**config.mk**
```make
export PLATFORM = sky130hd
export DESIGN_NAME = regfile_mp_sb
export DESIGN_NICKNAME = d
export VERILOG_FILES = /design/src/rtl/regfile_pkg.sv /design/src/rtl/regfile_sb.sv /design/src/rtl/regfile_mp_sb.sv
export SDC_FILE = /design/constraint.sdc
export NUM_CORES = 2
export LEC_CHECK = 0
export BUFFER_PORTS_ARGS = -buffer_cell sky130_fd_sc_hd__buf_2
export CAP_MARGIN = 40
export CORE_MARGIN = 4
export CORE_UTILIZATION = 40
export CTS_BUF_LIST = sky130_fd_sc_hd__clkbuf_8
export DETAILED_ROUTE_END_ITERATION = 12
export GPL_TIMING_DRIVEN = 1
export RECOVER_POWER = 100
export SYNTH_ARGS = -nofsm -noshare
export SYNTH_HDL_FRONTEND = slang
export SYNTH_HIERARCHICAL = 1
export SYNTH_SLANG_ARGS = --single-unit
```
**constraint.sdc**
```tcl
create_clock -name clk -period 5.77 [get_ports clk]
set_input_delay 0.577 -clock clk [delete_from_list [all_inputs] [get_ports clk]]
set_output_delay 0.577 -clock clk [all_outputs]
set_load 0.02 [all_outputs]
```
**src/rtl/regfile_pkg.sv**
```systemverilog
// Shared constants, data type and address decode helper for the multi-port register file.
// Build with `define REGFILE_BYPASS_EN to enable same-cycle write-to-read forwarding.
package regfile_pkg;

  localparam int DATA_W_DEF   = 32;
  localparam int NUM_REGS_DEF = 32;
  localparam int NUM_RD_DEF   = 2;
  localparam int NUM_WR_DEF   = 1;
  localparam int DBG_REG_DEF  = 10;

  // Upper bound on register count; addresses are widened to 8 bits before decoding.
  localparam int MAX_REGS = 256;
  localparam int REG_ZERO = 0;

  typedef logic [DATA_W_DEF-1:0] reg_data_t;

  function automatic logic [MAX_REGS-1:0] onehot_dec(input logic [7:0] addr);
    logic [MAX_REGS-1:0] oh;
    oh       = '0;
    oh[addr] = 1'b1;
    return oh;
  endfunction

endpackage

```
**src/rtl/regfile_sb.sv**
```systemverilog
// Pending-bit scoreboard: flush/issue/writeback next-state priority and per-port busy lookup.
// Busy is masked by the top-level bypass hits, which are zero unless REGFILE_BYPASS_EN is set.
module regfile_sb
  import regfile_pkg::*;
#(
  parameter int NUM_REGS = NUM_REGS_DEF,
  parameter int NUM_RD   = NUM_RD_DEF,
  parameter int NUM_WR   = NUM_WR_DEF,
  parameter int ADDR_W   = $clog2(NUM_REGS)
) (
  input  logic                     clk,
  input  logic                     rst_n,
  input  logic [NUM_RD*ADDR_W-1:0] rs_addr,
  input  logic [NUM_WR-1:0]        wr_en,
  input  logic [NUM_WR*ADDR_W-1:0] wr_addr,
  input  logic                     iss_en,
  input  logic [ADDR_W-1:0]        iss_rd,
  input  logic                     flush,
  input  logic [NUM_RD-1:0]        byp_hit,
  output logic [NUM_RD-1:0]        rs_busy
);

  typedef logic [NUM_REGS-1:0] oh_t;

  oh_t pend_q;
  oh_t pend_d;
  oh_t wr_hit;
  oh_t iss_hit;

  // A fresh issue wins over a same-cycle writeback; flush wins over both.
  always_comb begin
    wr_hit = '0;
    for (int j = 0; j < NUM_WR; j++) begin
      if (wr_en[j]) begin
        wr_hit = wr_hit | oh_t'(onehot_dec(8'(wr_addr[j*ADDR_W +: ADDR_W])));
      end
    end
    iss_hit = iss_en ? oh_t'(onehot_dec(8'(iss_rd))) : '0;
    if (flush) begin
      pend_d = '0;
    end else begin
      pend_d = (pend_q & ~wr_hit) | iss_hit;
    end
    pend_d[REG_ZERO] = 1'b0;
  end

  always_ff @(posedge clk or negedge rst_n) begin
    if (!rst_n) begin
      pend_q <= '0;
    end else begin
      pend_q <= pend_d;
    end
  end

  always_comb begin
    rs_busy = '0;
    for (int k = 0; k < NUM_RD; k++) begin
      rs_busy[k] = (|(pend_q & oh_t'(onehot_dec(8'(rs_addr[k*ADDR_W +: ADDR_W]))))) & ~byp_hit[k];
    end
  end

endmodule

```
**src/rtl/regfile_mp_sb.sv**
```systemverilog
// Multi-port integer register file with pending scoreboard: storage, write arbitration, read muxes.
// `define REGFILE_BYPASS_EN forwards same-cycle write data to matching read ports.
module regfile_mp_sb
  import regfile_pkg::*;
#(
  parameter int   DATA_W   = DATA_W_DEF,
  parameter int   NUM_REGS = NUM_REGS_DEF,
  parameter int   NUM_RD   = NUM_RD_DEF,
  parameter int   NUM_WR   = NUM_WR_DEF,
  parameter int   DBG_REG  = DBG_REG_DEF,
  localparam int  ADDR_W   = $clog2(NUM_REGS)
) (
  input  logic                     clk,
  input  logic                     rst_n,
  input  logic [NUM_RD*ADDR_W-1:0] rs_addr,
  output logic [NUM_RD*DATA_W-1:0] rs_data,
  output logic [NUM_RD-1:0]        rs_busy,
  input  logic [NUM_WR-1:0]        wr_en,
  input  logic [NUM_WR*ADDR_W-1:0] wr_addr,
  input  logic [NUM_WR*DATA_W-1:0] wr_data,
  input  logic                     iss_en,
  input  logic [ADDR_W-1:0]        iss_rd,
  input  logic                     flush,
  output logic [DATA_W-1:0]        dbg_data
);

  typedef logic [NUM_REGS-1:0] oh_t;

  logic [DATA_W-1:0] regs_q [NUM_REGS];
  logic [DATA_W-1:0] regs_d [NUM_REGS];
  oh_t               wr_oh  [NUM_WR];
  oh_t               rd_oh  [NUM_RD];
  logic [NUM_RD-1:0] byp_hit;

  // Out-of-range addresses decode to all-zero, so they neither write, read nor bypass.
  always_comb begin
    for (int j = 0; j < NUM_WR; j++) begin
      wr_oh[j] = wr_en[j] ? oh_t'(onehot_dec(8'(wr_addr[j*ADDR_W +: ADDR_W]))) : '0;
      wr_oh[j][REG_ZERO] = 1'b0;
    end
    for (int k = 0; k < NUM_RD; k++) begin
      rd_oh[k] = oh_t'(onehot_dec(8'(rs_addr[k*ADDR_W +: ADDR_W])));
      rd_oh[k][REG_ZERO] = 1'b0;
    end
  end

  // Later ports overwrite earlier ones, so the highest index wins an address conflict.
  always_comb begin
    regs_d = regs_q;
    for (int j = 0; j < NUM_WR; j++) begin
      for (int r = 0; r < NUM_REGS; r++) begin
        if (wr_oh[j][r]) begin
          regs_d[r] = wr_data[j*DATA_W +: DATA_W];
        end
      end
    end
  end

  always_ff @(posedge clk or negedge rst_n) begin
    if (!rst_n) begin
      for (int r = 0; r < NUM_REGS; r++) begin
        regs_q[r] <= '0;
      end
    end else begin
      regs_q <= regs_d;
    end
  end

  always_comb begin
    rs_data = '0;
    byp_hit = '0;
    for (int k = 0; k < NUM_RD; k++) begin
      for (int r = 0; r < NUM_REGS; r++) begin
        if (rd_oh[k][r]) begin
          rs_data[k*DATA_W +: DATA_W] = regs_q[r];
        end
      end
`ifdef REGFILE_BYPASS_EN
      for (int j = 0; j < NUM_WR; j++) begin
        if (|(rd_oh[k] & wr_oh[j])) begin
          rs_data[k*DATA_W +: DATA_W] = wr_data[j*DATA_W +: DATA_W];
          byp_hit[k]                  = 1'b1;
        end
      end
`endif
    end
  end

  assign dbg_data = regs_q[DBG_REG];

  regfile_sb #(
    .NUM_REGS (NUM_REGS),
    .NUM_RD   (NUM_RD),
    .NUM_WR   (NUM_WR),
    .ADDR_W   (ADDR_W)
  ) u_sb (
    .clk     (clk),
    .rst_n   (rst_n),
    .rs_addr (rs_addr),
    .wr_en   (wr_en),
    .wr_addr (wr_addr),
    .iss_en  (iss_en),
    .iss_rd  (iss_rd),
    .flush   (flush),
    .byp_hit (byp_hit),
    .rs_busy (rs_busy)
  );

endmodule
```
# Word level (Yosys, flattened, before mapping)
# Index checks and enable logic that the tools add are counted.
# totals
reg_bits,1023
wordCells,124
output_inout_bits,98
# op_classes
n_reduce_logical,6
bitwise_logic,5
muxes,73
n_lt_le_gt_ge,8
# ops
op,n
2-to-1 mux 32 bit,65
bitwise AND 32 bit,3
OR reduction 32 bit,2
"< comparator 5 x 9 -> 1 bit, second input constant",4
NOT 32 bit,1
OR 32 bit,1
demux 1 bit (select 5 bit),4
"greater-or-equal comparator 5 x 1 -> 1 bit, second input constant",4
logical AND 1 bit,4
2-to-1 mux 1 bit,4

# Longest topological paths before layout
# logic_depth
ltp_word,35
depth_mapped,11
depth_no_buf,6

# By module
# The synthesis kept the hierarchy.
# modules_own_cells
mod,seq_area_each_um2,cells_per_inst,area_per_inst_um2,n_inst
regfile_mp_sb,24823.8,5258,56674.4,1
regfile_sb,775.7,239,2085.8,1

# Worst setup path after synthesis
# No wires, ideal clock.
# synth_timing
path_kind,input -> output
startpoint,in rs_addr[3]
endpoint,out rs_data[26]
path_buffers,3
slack_ns,2.763
stages,9
required_time_ns,5.193
arrival_ns,2.430
cell_sequence,buf_4 > or3b_1 > buf_4 > buf_4 > nor2_2 > a22oi_1 > nand4_1 > a21oi_1 > a211oi_1
# synth_via
elab_chain_len,35
# synth_lines
element,line_no,rtl
"start, declared",regfile_mp_sb.sv:15,"input logic [NUM_RD*ADDR_W-1:0] rs_addr,"
< comparator 5 x 9 -> 1 bit (not written as such) or greater-or-equal comparator 5 x 1 -> 1 bit (tied branches),regfile_pkg.sv:20,oh[addr] = 1'b1;
logical AND 1 bit (not written as such),regfile_pkg.sv:20,
2-to-1 mux 1 bit (not written as such),regfile_pkg.sv:20,
demux 1 bit (select 5 bit) (*),n/a,
2-to-1 mux 32 bit (30 in a row),regfile_mp_sb.sv:74,if (rd_oh[k][r]) begin
2-to-1 mux 32 bit (*),regfile_mp_sb.sv:74,
"end, declared",regfile_mp_sb.sv:16,"output logic [NUM_RD*DATA_W-1:0] rs_data,"
# Mark *: on every way between the ends. The rest lies on a longest branch, timed or not.

# Worst setup path after layout
# layout_timing
startpoint,in rs_addr[5]
endpoint,out rs_data[55]
# The elaborated chain is that of the path after synthesis.

==> out/metrics.yaml <==
status:
  outcome: "finished with violations"
  violations: "max-capacitance violations, max-slew violations, negative setup slack"
global_routing:
  grt_max_degree: 163
  grt_busiest_layer: "met2"
  grt.total_usage_pct: 42.7
  grt_pass1_vias: 52900
  grt_util_met1_pct: 54.6
  grt_pass1_wl_microns: 455000
  use_met3_pct: 17.6
  antenna_found_initial: 43
  overflow: 0
  grtUsageMet2_pct: 58.4
sta:
  skew_ps: 0
  period_needed_ps: 5780
  whs_ps: 137
  slew_violations: 1093
  timing.fmax_mhz: 173
  worst_pin_slew_ps: 4560
  rsz0062_at_grt: "no"
  relSlewSlack_pct: -204
  worst_slack_ps: -8.66
  fin_crit_sh_pct: 100
  finalHoldViolCount: 0
  setup_violations: 1
  finalSetupTns_ps: -8.66
job:
  drv_cap: 34
floorplan:
  start_util_pct: 40.3
  rows: 140
  die_w_microns: 391
  core_area_sq_um: 146000
  design.die.area_sq_um: 153000
  io_pins: 155
  fp.dieH_microns: 391
worst_setup_path:
  crit_required_ps: 5190
  endpoint_kind: "output port"
  worst-path-max-fanout: 62
  arrival_ps: 5200
  start_kind: "primary input"
  crit_type: "primary input to output port"
final_layout:
  final_common_cell: "mux2_2"
  instances_no_fill: 7754
  mostFrequentLayoutCells: "1065 x mux2_2, 1023 x dfrtp_1, 323 x a21oi_1, 306 x buf_4, 305 x o21ai_0"
  final_nets: 5728
  syn_to_final_growth_pct: 13.0
  drive_above_1_share_pct: 32.9
cts:
  cts_tree: "done"
  root_buffer: "clkbuf_8"
  cts_sinks: 1023
  clock_latency_ps: 920
  ctsLongestPathBuffers: 3
  post_cts_buffers: 0
  cts_made_buffers: 185
  cts_resized: 0
  cts_hold_buf: 8
  cts_max_level: 4
  path_clk_slew_ps: 60
synthesis:
  synth_ff_type: "dfrtp_1"
  yosysUniqueCellTypes: 103
  synth_area_sq_um: 58800
  synth_async_sr_flop_share_pct: 100
  ys_ff_latch: 1023
  syn_inst: 5497
  avgSynthCellArea_sq_um: 10.7
  ys_seq_area_share_pct: 43.6
  yosys_warnings: 6
  synth_edf_count: 0
place:
  dp.cells: 7388
  dp_hpwl_microns: 233000
  dp_slack_ps: 725
  port_buffers: 154
  gp_congestion: 1.09
routing:
  drc: 0
  dr.first_iter.drc_count: 11000
  wl_per_cell_microns: 43.3
  wirelength_microns: 336000
  num_vias: 57000
  post_drt_via_cell_ratio: 7.35
  ant_nets: 0
  drtPass1Iterations: 10
power_and_ir_drop:
  leakagePower_nw: 28.6
  ir_worst_vdd_v: 0.000262
  power_mw: 21.7
  power.density_nw_per_um2: 327
worst_hold_path:
  min_path_type: "primary input to flip-flop"
## cell usage after synthesis (14+ instances only)
cell       count  share of area, %
mux2_2      1065                20
dfrtp_1     1023                44
a21oi_1      323               2.8
o21ai_0      302               2.6
nor2_1       261               1.7
nand2_1      249               1.6
clkbuf_1     228               1.5
buf_2        188               1.6
o22ai_1      166               1.8
mux2i_1      153               2.6
a22oi_1      139               1.8
buf_4         82               1.0
nor3_1        80              0.68
a221oi_1      79               1.2
nand3_1       77              0.66
a211oi_1      66              0.84
nor2b_1       61              0.65
a31oi_1       59              0.63
o221ai_1      57              0.85
buf_1         55              0.35
and3_1        51              0.54
o211ai_1      48              0.61
nand2b_1      33              0.35
nand3b_1      32              0.41
a22o_1        29              0.43
a222oi_1      28              0.48
a21o_1        27              0.34
nand4_1       26              0.28
a32oi_1       25              0.37
mux4_2        25              0.96
a2111oi_0     23              0.34
a221o_1       23              0.39
inv_1         21              0.13
o31ai_1       20              0.26
o21a_1        19              0.24
o22a_1        19              0.28
a2bb2oi_1     17              0.25
or3_1         17              0.18
nor2_2        16              0.17
a211o_1       15              0.22
nor4_1        15              0.16
o32ai_1       15              0.22
buf_6         14              0.27
o2bb2ai_1     14              0.21
## layout make-up
class                   count  area (sq um)
fillers                 13900         79400
inverters                  24          90.1
flip-flops and latches   1023         25600
diodes                     26          65.1
multi-input cells        3879         30500
clock inverters           102           551
repair buffers            558          4050
well taps                1917          2400
clock buffers             225          3100
## layer usage
metal / part of all wire (%) / vias up
li1: - / 21300
met1: 37 / 28800
met2: 39 / 5303
met3: 14 / 1560
met4: 8.9 / 36
met5: 0.073 / -
## worst paths after layout
kind	depth (start not counted)	slack, ps	end	from
worst max-delay path	8	-9	rs_data[55]	rs_addr[5]
worst min-delay path	2	140	u_sb/pend_q[19]	flush
worst max register to register	1	4690	dbg_data[23]	dbg_data[23]
worst min register to register	1	520	regs_q[406]	regs_q[406]
max in group asynchronous	2	1190	regs_q[469]	rst_n
min in group asynchronous	2	2030	regs_q[151]	rst_n
## cell families (layout without fill, tap and decap cells)
family                 count (synthesis)  after routing  share of synthesized area (%)
other                                  1             28                        0.00638
AO/OA/AOI/OAI                       1613           1613                           18.6
AND/OR/NAND/NOR                     1019           1019                           8.89
multiplexers                        1245           1245                           24.0
buffers and inverters                596            909                           4.95
flip-flops                          1023           1023                           43.6
## per-stage QoR
stage / utilization (%) / area, sq um
3_5_place_dp: 43.1 / 62900
5_1_grt: 45.5 / 66300
4_1_cts: 45.7 / 66600
6_report: 45.5 / 66400
3_3_place_gp: 42.9 / 62500
2_1_floorplan: - / 58800
## worst max-delay path, cell delays in order
cell	delay, ps
clkbuf_4	640
and2b_1	1320
nand2_1	710
o221ai_1	470
a31oi_1	240
a211oi_1	620
o22ai_1	300
clkbuf_1	240
## state kept, by name (all words and copies together), names as in the netlist
signal and count:
u_sb/pend_q 31, dbg_data 32, regs_q 960
## power by group
| group | switching, mW | internal, mW | total, mW | leakage (nW) |
|---|---|---|---|---|
| sequential | 1.53 | 8.55 | 10.1 | 13.1 |
| clock | 3.37 | 3.65 | 7.02 | 2.15 |
| combinational | 2.66 | 1.93 | 4.59 | 13.3 |
| total | 7.57 | 14.1 | 21.7 | 28.6 |
Power figures use the tool's default switching activity.
